File: config.mk
export PLATFORM = sky130hd
export DESIGN_NAME = evaluador_colisiones_flat
export DESIGN_NICKNAME = d
export VERILOG_FILES = /design/src/rtl/evaluador_colisiones_if.sv /design/src/rtl/evaluador_colisiones.sv /design/src/flat_wrapper.sv
export SDC_FILE = /design/constraint.sdc
export NUM_CORES = 1
export LEC_CHECK = 0
export BUFFER_PORTS_ARGS = -buffer_cell sky130_fd_sc_hd__buf_2
export CAP_MARGIN = 20
export CORE_MARGIN = 4
export CORE_UTILIZATION = 49
export DETAILED_ROUTE_END_ITERATION = 7
export GPL_ROUTABILITY_DRIVEN = 1
export HOLD_SLACK_MARGIN = 0.02
export PLACE_DENSITY = 0.89
export SKIP_CTS_REPAIR_TIMING = 1
export SLEW_MARGIN = 25
export SYNTH_ARGS = -nofsm -noshare
export SYNTH_HDL_FRONTEND = slang
export SYNTH_SLANG_ARGS = --single-unit
File: constraint.sdc
create_clock -name clk -period 1.8 [get_ports clk]
set_input_delay 0.18 -clock clk [delete_from_list [all_inputs] [get_ports clk]]
set_output_delay 0.18 -clock clk [all_outputs]
set_load 0.05 [all_outputs]
File: src/rtl/evaluador_colisiones_if.sv
// Obstacle-stream / game-state bundle between the obstacle generator + top
// FSM (master) and the collision evaluator (slave).
//   clk_obstaculos : obstacle tick level (sampled as data by the slave)
//   presente       : top FSM state code
//   mundo          : current world, 3 = all worlds cleared
//   tipo_obs       : type of the obstacle just written into cell [20:14]
//   display_obs    : 3-cell lane, [6:0] is the hero cell
//   boton_salto    : raw jump button
//   boton_agacharse: raw duck button
//   W_or_L         : 00 playing, 10 win, 01 lose
//   bono_tomado    : bonus collected
//   display_heroe  : hero glyph
//   vidas          : remaining lives (0 when the lives feature is off)
interface evaluador_colisiones_if;
  logic        clk_obstaculos;
  logic [2:0]  presente;
  logic [1:0]  mundo;
  logic [4:0]  tipo_obs;
  logic [20:0] display_obs;
  logic        boton_salto;
  logic        boton_agacharse;
  logic [1:0]  W_or_L;
  logic        bono_tomado;
  logic [6:0]  display_heroe;
  logic [1:0]  vidas;

  modport master (
    output clk_obstaculos, presente, mundo, tipo_obs, display_obs,
           boton_salto, boton_agacharse,
    input  W_or_L, bono_tomado, display_heroe, vidas
  );

  modport slave (
    input  clk_obstaculos, presente, mundo, tipo_obs, display_obs,
           boton_salto, boton_agacharse,
    output W_or_L, bono_tomado, display_heroe, vidas
  );
endinterface

File: src/rtl/evaluador_colisiones.sv
// Collision evaluator: consumer end of the obstacle stream. Tracks the hero
// (run / jump / duck) against the hero cell of the obstacle lane and reports
// win/lose and bonus pickup back to the generator and top FSM.
// Ports:
//   clk : system clock (everything runs on it; the obstacle tick is data)
//   rst : asynchronous active-high reset
//   bus : evaluador_colisiones_if.slave (see interface header for fields)
// Optional build macro VIDAS_EN: 3-life counter with 2-evaluation
// invulnerability after each hit; without it the first collision loses and
// vidas is tied to 0.
module evaluador_colisiones #(
  parameter logic [2:0] GAME       = 3'd3,
  parameter logic [2:0] WL         = 3'd4,
  parameter int         JUMP_TICKS = 2,
  parameter logic [4:0] TIPO_BONO  = 5'd16,
  parameter logic [6:0] SEG_RUN    = 7'b0001000,
  parameter logic [6:0] SEG_JUMP   = 7'b0000001,
  parameter logic [6:0] SEG_DUCK   = 7'b1000000
) (
  input  logic                        clk,
  input  logic                        rst,
  evaluador_colisiones_if.slave       bus
);

  localparam logic [1:0] JT = JUMP_TICKS[1:0];

  typedef enum logic [1:0] {S_RUN, S_JUMP, S_DUCK} estado_t;

  estado_t          r_est, w_est_nxt;
  logic [1:0]       r_cnt, w_cnt_nxt;
  logic [2:0]       r_tk_s;   // sync0, sync1, sync1 delayed
  logic [2:0]       r_sj_s;
  logic [1:0]       r_sd_s;
  logic             r_tk_d;   // marks cycle E
  logic [2:0][4:0]  r_tipo;   // type pipe; [2] lines up with hero cell
  logic [1:0]       r_wl;
  logic             r_bono;
  logic [6:0]       r_seg;

  logic w_tk, w_jreq, w_duck, w_salida, w_jugando;
  logic w_ocup, w_eval, w_bono_hit, w_choque, w_perder;
  logic w_unused_bits;

  assign w_tk      = r_tk_s[1] & ~r_tk_s[2];
  assign w_jreq    = r_sj_s[1] & ~r_sj_s[2];
  assign w_duck    = r_sd_s[1];
  assign w_salida  = (bus.presente != GAME) && (bus.presente != WL);
  assign w_jugando = (r_wl == 2'b00);

  // Only the hero cell matters here; the upper cells are the generator's.
  assign w_unused_bits = ^bus.display_obs[20:7];

  assign w_ocup     = |bus.display_obs[6:0];
  assign w_eval     = r_tk_d && (bus.presente == GAME) && w_jugando;
  assign w_bono_hit = w_eval && w_ocup && (r_tipo[2] == TIPO_BONO);
  // Odd type = ground obstacle (must jump); even non-bonus = aerial (must duck).
  assign w_choque   = w_eval && w_ocup &&
                      (( r_tipo[2][0] && (r_est != S_JUMP)) ||
                       (!r_tipo[2][0] && (r_tipo[2] != TIPO_BONO) && (r_est != S_DUCK)));

`ifdef VIDAS_EN
  logic [1:0] r_vidas;
  logic [1:0] r_inv;
  logic       w_golpe;

  assign w_golpe  = w_choque && (r_inv == 2'd0);
  assign w_perder = w_golpe && (r_vidas <= 2'd1);

  // Invulnerability counts evaluation cycles so the next two arrivals are
  // forgiven, regardless of how tk and E interleave.
  always_ff @(posedge clk or posedge rst) begin
    if (rst) begin
      r_vidas <= 2'd3;
      r_inv   <= 2'd0;
    end else if (w_salida) begin
      r_vidas <= 2'd3;
      r_inv   <= 2'd0;
    end else if (w_golpe) begin
      r_vidas <= (r_vidas == 2'd0) ? 2'd0 : r_vidas - 2'd1;
      r_inv   <= 2'd2;
    end else if (w_eval && (r_inv != 2'd0)) begin
      r_inv   <= r_inv - 2'd1;
    end
  end

  assign bus.vidas = r_vidas;
`else
  assign w_perder  = w_choque;
  assign bus.vidas = 2'd0;
`endif

  // Hero FSM: next state
  always_comb begin
    w_est_nxt = r_est;
    w_cnt_nxt = r_cnt;
    if (w_salida) begin
      w_est_nxt = S_RUN;
      w_cnt_nxt = 2'd0;
    end else if (w_jugando) begin
      unique case (r_est)
        S_RUN: begin
          if (w_jreq) begin
            w_est_nxt = S_JUMP;
            w_cnt_nxt = JT;
          end else if (w_duck) begin
            w_est_nxt = S_DUCK;
          end
        end
        S_JUMP: begin
          if (w_tk) begin
            if (r_cnt <= 2'd1) begin
              w_est_nxt = S_RUN;
              w_cnt_nxt = 2'd0;
            end else begin
              w_cnt_nxt = r_cnt - 2'd1;
            end
          end
        end
        S_DUCK: begin
          if (w_jreq) begin
            w_est_nxt = S_JUMP;
            w_cnt_nxt = JT;
          end else if (!w_duck) begin
            w_est_nxt = S_RUN;
          end
        end
        default: begin
          w_est_nxt = S_RUN;
          w_cnt_nxt = 2'd0;
        end
      endcase
    end
  end

  // Hero FSM: state register and glyph (glyph lags state by one clk)
  always_ff @(posedge clk or posedge rst) begin
    if (rst) begin
      r_est <= S_RUN;
      r_cnt <= 2'd0;
      r_seg <= SEG_RUN;
    end else begin
      r_est <= w_est_nxt;
      r_cnt <= w_cnt_nxt;
      unique case (r_est)
        S_JUMP:  r_seg <= SEG_JUMP;
        S_DUCK:  r_seg <= SEG_DUCK;
        default: r_seg <= SEG_RUN;
      endcase
    end
  end

  // Synchronizers, type pipe, result registers
  always_ff @(posedge clk or posedge rst) begin
    if (rst) begin
      r_tk_s <= '0;
      r_sj_s <= '0;
      r_sd_s <= '0;
      r_tk_d <= 1'b0;
      r_tipo <= '0;
      r_wl   <= 2'b00;
      r_bono <= 1'b0;
    end else begin
      r_tk_s <= {r_tk_s[1:0], bus.clk_obstaculos};
      r_sj_s <= {r_sj_s[1:0], bus.boton_salto};
      r_sd_s <= {r_sd_s[0],   bus.boton_agacharse};
      r_tk_d <= w_tk;
      if (w_salida) begin
        r_tipo <= '0;
        r_wl   <= 2'b00;
        r_bono <= 1'b0;
      end else begin
        if (w_tk)
          r_tipo <= {r_tipo[1], r_tipo[0], bus.tipo_obs};
        if (!w_jugando)      r_bono <= 1'b0;
        else if (w_bono_hit) r_bono <= 1'b1;
        else if (w_tk)       r_bono <= 1'b0;
        // A loss at cycle E beats a simultaneous win.
        if (w_jugando) begin
          if (w_perder)
            r_wl <= 2'b01;
          else if ((bus.presente == GAME) && (bus.mundo == 2'd3))
            r_wl <= 2'b10;
        end
      end
    end
  end

  assign bus.W_or_L        = r_wl;
  assign bus.bono_tomado   = r_bono && w_jugando;
  assign bus.display_heroe = r_seg;

endmodule

File: src/flat_wrapper.sv
// flat-port wrapper written by rule: the top's interface ports become plain ports
module evaluador_colisiones_flat 
#(
  parameter logic [2:0] GAME       = 3'd3,
  parameter logic [2:0] WL         = 3'd4,
  parameter int         JUMP_TICKS = 2,
  parameter logic [4:0] TIPO_BONO  = 5'd16,
  parameter logic [6:0] SEG_RUN    = 7'b0001000,
  parameter logic [6:0] SEG_JUMP   = 7'b0000001,
  parameter logic [6:0] SEG_DUCK   = 7'b1000000
)
  (clk, rst, bus_clk_obstaculos, bus_presente, bus_mundo, bus_tipo_obs, bus_display_obs, bus_boton_salto, bus_boton_agacharse, bus_W_or_L, bus_bono_tomado, bus_display_heroe, bus_vidas);
  evaluador_colisiones_if bus_i ();
  input  logic clk;
  input  logic rst;
  input wire logic [$bits(bus_i.clk_obstaculos)-1:0] bus_clk_obstaculos;
  input wire logic [$bits(bus_i.presente)-1:0] bus_presente;
  input wire logic [$bits(bus_i.mundo)-1:0] bus_mundo;
  input wire logic [$bits(bus_i.tipo_obs)-1:0] bus_tipo_obs;
  input wire logic [$bits(bus_i.display_obs)-1:0] bus_display_obs;
  input wire logic [$bits(bus_i.boton_salto)-1:0] bus_boton_salto;
  input wire logic [$bits(bus_i.boton_agacharse)-1:0] bus_boton_agacharse;
  output wire logic [$bits(bus_i.W_or_L)-1:0] bus_W_or_L;
  output wire logic [$bits(bus_i.bono_tomado)-1:0] bus_bono_tomado;
  output wire logic [$bits(bus_i.display_heroe)-1:0] bus_display_heroe;
  output wire logic [$bits(bus_i.vidas)-1:0] bus_vidas;
  assign bus_i.clk_obstaculos = bus_clk_obstaculos;
  assign bus_i.presente = bus_presente;
  assign bus_i.mundo = bus_mundo;
  assign bus_i.tipo_obs = bus_tipo_obs;
  assign bus_i.display_obs = bus_display_obs;
  assign bus_i.boton_salto = bus_boton_salto;
  assign bus_i.boton_agacharse = bus_boton_agacharse;
  assign bus_W_or_L = bus_i.W_or_L;
  assign bus_bono_tomado = bus_i.bono_tomado;
  assign bus_display_heroe = bus_i.display_heroe;
  assign bus_vidas = bus_i.vidas;
  evaluador_colisiones #(.GAME(GAME), .WL(WL), .JUMP_TICKS(JUMP_TICKS), .TIPO_BONO(TIPO_BONO), .SEG_RUN(SEG_RUN), .SEG_JUMP(SEG_JUMP), .SEG_DUCK(SEG_DUCK)) u_core (.clk(clk), .rst(rst), .bus(bus_i));
endmodule
Word-level counts from Yosys, hierarchy flattened
Cells that the tools add are included.
Cells by class
  bitwise operators: 4
  add/sub/neg operators: 1
  magnitude comparators: 1
  equality and inequality tests: 16
  mux-type cells: 26
  reduce and logical (&&, ||, !) cells: 23
Operator list (number)
  2-bit 2-to-1 mux: 17
  15-bit 2-to-1 mux: 2
  7-bit one-hot mux with 2 select lines: 1
  1-bit logical AND: 11
  3-bit by 1-bit inequality test with 1-bit output, second input constant: 3
  7-bit OR reduction: 1
  2-bit one-hot mux with 3 select lines: 1
  5-bit == test, second input constant: 1
  5-bit inequality test, second input constant: 1
  5-bit AND reduction: 1
  2-bit == test, second input constant: 2
  2-bit zero test: 2
  1-bit 2-to-1 mux: 4
  4-bit by 1-bit inequality test with 1-bit output, second input constant: 1
  4-bit by 2-bit inequality test with 1-bit output, second input constant: 1
  4-bit inequality test, second input constant: 1
  2-bit one-hot mux with 2 select lines: 1
  2-bit nonzero test: 2
  3-bit by 2-bit == test with 1-bit output, second input constant: 1
  3-bit by 2-bit inequality test with 1-bit output, second input constant: 1
  3-bit inequality test, second input constant: 1
  3-bit AND reduction: 1
  3-bit nonzero test: 1
  1-bit bitwise AND: 2
  other kinds (10): 11
Word-level totals
  logic and storage cells: 83
  input bits: 36
  bits in registers: 38
  output and inout port bits: 12

Longest topological paths before layout
  depth after elaboration: 8
  mapped depth: 6
  gate-level depth less buffers: 6

Worst setup path before layout
No wires, ideal clock.
  path type: reg2reg
  from: register u_core.r_wl[1] (netlist: u_core.bus.W_or_L[1])
  to: register u_core.r_bono
  path buffers: 0
  clock period less this slack: 1.664 ns
  required time: 1.722 ns
  stages on the path, launching flop included: 5
  arrival time: 1.586 ns
  library setup time: 0.078 ns
  setup slack: 0.136 ns
  cell sequence: dfrtp_1 -> nor2_1 -> and2_1 -> nand2_1 -> a21oi_1
Between the ends
  longest elaborated chain between the ends: 7
  elaborated cells between the ends (all ways): 8
  classes of those cells: 1 x eq/ne; 3 x mux; 4 x reduce/logical
RTL lines
  start, declared: line evaluador_colisiones.sv:36  | logic [1:0] r_wl;
  start signal, assigned: line evaluador_colisiones.sv:160  | r_wl <= 2'b00;
  start signal, assigned: line evaluador_colisiones.sv:169  | r_wl <= 2'b00;
  start signal, assigned: line evaluador_colisiones.sv:180  | r_wl <= 2'b01;
  2-bit zero test (*): line evaluador_colisiones.sv:48  | assign w_jugando = (r_wl == 2'b00);
  1-bit logical AND: line evaluador_colisiones.sv:54  | assign w_eval = r_tk_d && (bus.presente == GAME) && w_jugando;
  1-bit logical AND (2 in a row): line evaluador_colisiones.sv:55  | assign w_bono_hit = w_eval && w_ocup && (r_tipo[2] == TIPO_BONO);
  1-bit 2-to-1 mux: line evaluador_colisiones.sv:175  | else if (w_bono_hit) r_bono <= 1'b1;
  1-bit 2-to-1 mux: line evaluador_colisiones.sv:174  | if (!w_jugando) r_bono <= 1'b0;
  1-bit 2-to-1 mux: line evaluador_colisiones.sv:167  | if (w_salida) begin
  end signal, assigned: line evaluador_colisiones.sv:174
  end signal, assigned: line evaluador_colisiones.sv:175
  end signal, assigned: line evaluador_colisiones.sv:176  | else if (w_tk) r_bono <= 1'b0;
  end, declared: line evaluador_colisiones.sv:37  | logic r_bono;
Every way passes the cells marked *; elsewhere a longest branch is shown, timed or not.
A chain may end at the register's enable or synchronous reset.

Final worst setup path
  from: register u_core.r_wl[1] (netlist: u_core.bus.W_or_L[1])
  to: output bus_bono_tomado
Between the ends
  longest elaborated chain between the ends: 2
RTL lines
  2-bit zero test: line evaluador_colisiones.sv:48
  1-bit logical AND: line evaluador_colisiones.sv:189  | assign bus.bono_tomado = r_bono && w_jugando;
  end, declared: line flat_wrapper.sv:24  | output wire logic [$bits(bus_i.bono_tomado)-1:0] bus_bono_tomado;
Every way passes these cells.

==> flow_summary.toml <==
[logic_synthesis]
synthXorXnorAreaFrac = 0
ys_ff_latch = 34
synth.area.mux_share = 0.00679
synth_top_family_by_area = "simple AND/OR/NAND/NOR gates"
ys_seq_area_frac = 0.578
syn_area_um2 = 1480
synth_compound_area_frac = 0.138
synth.distinct_cells = 34
yosysWarnings = 0
syn_area_per_cell_um2 = 10.2
yosys.area_share.adder = 0.0424
synthCells = 144
yosys.area_share.simple = 0.168

[detailed_routing]
drtIter0Drc = 37
wire_per_inst_um = 13.5
via_count = 1148
drc = 0
viasPerCell = 5.44
drt_wl_total_um = 2860
ant_nets = 0
drtPass1Iterations = 4

[die]
die_w_um = 62.9
initial_utilization = 0.526
die-area_um2 = 3950
ioPinCount = 48
dieHeight_um = 62.9
core-area_um2 = 2810
rows = 19

[setup_path]
crit_end = "bus_bono_tomado"
end_kind = "output pin"
crit_start = "u_core.bus.W_or_L[1]"
cpPeakStageDelay_ns = 0.42
critPathLaunchType = "register"
critical_path_class = "register to output pin"
critPathSlowestCell = "dfrtp_1"
timing.rr.end = "u_core.r_cnt[0]"
arrival_ns = 1.50
r2r_start = "u_core.r_est[1]"
rrSetupSlack_ns = 0.21
worst_ep_required_time_ns = 1.62
cp_max_fo = 7
reg2reg_depth = 6
path_cells = "nor2_2 > and2_1 > buf_2"

[pwr]
power_density_nw_per_um2 = 809
p_seq_frac = 0.572
p_comb_frac = 0.124
power.share.clock = 0.304
vdd_drop_max_v = 0.000559
switching_share = 0.258
power_switching_uw = 360
p_int_uw = 1030
leakagePower_uw = 0.000796

[timing]
final.period_utilization = 0.933
hold_violations = 0
fmax_mhz = 595
fin_crit_ns = 1.68
setup_viol = 0
rsz0062_at_grt = "no"
setup-tns-final_ns = 0
slew_viol_final = 0
fin_skew_ns = 0.00963
worst_slack_ns = 0.120

[global_route]
grt_util_all_layers = 0.159
grt_pass1_wl_um = 4860
grt_pass1_vias = 1140
overflow = 0
antenna_found_initial = 0
grt_max_degree = 35

[final_layout]
fill_cells = 230
diodes = 0
drive_gt1_frac = 0.233
syn2layout_area_growth_pct = 16.8
mostFrequentLayoutCells = "33 x nand2_1, 33 x dfrtp_1, 27 x buf_2"
final_cells = 211
post-route-util = 0.614
nets = 220

[clocking]
clk_pin_slew_ns = 0.10
cts_buffers = 5
root_buffer = "clkbuf_4"
clock_path_buffers = 2
cts_tree = "yes"
cts_htree_levels = 2
clock_latency_ns = 0.32
clock_sinks = 34

[placement]
gp_congestion = 0.842
dp.cells = 199
dp_slack_ns = 0.276
port_buffers = 27
hpwlAfterDp_um = 2000

[job]
cap_violations = 0

[outcome]
status = "finished, final reports clean"

[hold_path]
holdCritPathClass = "primary input to register"
state kept, by name (all words and copies together) (netlist names):
name                      count
u_core.bus.W_or_L             2
u_core.r_bono                 1
u_core.r_est                  2
u_core.r_tk_s                 3
u_core.r_sd_s                 2
u_core.r_sj_s                 3
u_core.r_tk_d                 1
u_core.r_cnt                  2
u_core.bus.display_heroe      3
u_core.r_tipo                15
cell families (layout without fill, tap and decap cells):
logic type      count (synthesis)  after routing
simple gates                   54             54
flops                          34             34
compound gates                 31             31
buf+inv                        18             49
fa+ha+maj                       5              5
other cells                     1              6
mux                             1              1
worst min-delay path by stage:
stage	start	to	slack (ns)	cells past startpoint
finish	bus_tipo_obs[0]	u_core.r_tipo[0]	0.08	3
CTS	rst	u_core.r_sd_s[1]	-0.08	3
global placement	rst	u_core.r_sj_s[0]	0.28	3
floorplan	bus_boton_agacharse	u_core.r_sd_s[0]	0.21	0
detailed placement	rst	u_core.r_tk_s[0]	0.29	3
global route	bus_tipo_obs[0]	u_core.r_tipo[0]	0.06	3
per-layer routing:
layer,up-vias,global-route usage,wire length [um]
met4,0,0.0992,46
met5,-,0,0
met2,52,0.269,1460
li1,543,-,-
met1,548,0.164,1110
met3,5,0.0629,240
Yosys cell counts (all sizes together):
library cell  count  share of area
buf               8          0.039
o21ai             2         0.0068
nor4b             1         0.0059
o2111a            1         0.0085
o31ai             1         0.0051
and2              1         0.0042
o221ai            1         0.0059
dfrtp            33           0.56
a21oi            18          0.061
a21boi            1         0.0051
inv               7          0.018
nor2b             2         0.0085
o221a             1         0.0076
conb              1         0.0025
or4               1         0.0051
a32oi             3          0.018
nand2            33          0.084
a211oi            1         0.0085
mux2i             1         0.0068
or3               1         0.0042
nor2              6          0.015
and3b             1         0.0059
o32ai             1         0.0059
a41oi             1         0.0059
nor3              1         0.0034
nand3b            1         0.0051
dfstp             1          0.018
ha                5          0.042
nand2b            4          0.017
clkbuf            3         0.0076
nand4             1         0.0042
nor3b             1         0.0051
power groups by stage:
stage          logic (uW)  registers, uW  clock network (uW)
2_1_floorplan         112            825                   0
3_3_place_gp          158            809                   0
3_5_place_dp          165            812                   0
4_1_cts               165            796                 439
5_1_grt               189            800                 481
6_report              173            797                 423
metrics by stage:
stage               hold WS, ns  total power (uW)  instance area, um2
floorplan                 0.211               937                1490
global placement          0.279               967                1620
detailed placement        0.288               977                1620
CTS                     -0.0767              1400                1680
global route             0.0614              1470                1720
finish                   0.0850              1390                1720
worst max-delay path, delay by kind of cell, from the launching register on:
kind | cells | cell delay (ns)
AND/OR/NAND/NOR | 2 | 0.48
flip-flops | 1 | 0.42
buffers and inverters | 1 | 0.27
layout make-up:
class,count,area (um2),area share
multi-input cells,97,549,0.319
flip-flops and latches,34,852,0.495
inverters,7,26.3,0.0153
clock buffers,8,58.8,0.0341
well taps,31,38.8,0.0225
repair buffers,34,198,0.115
(Power assumes the default switching activity.)
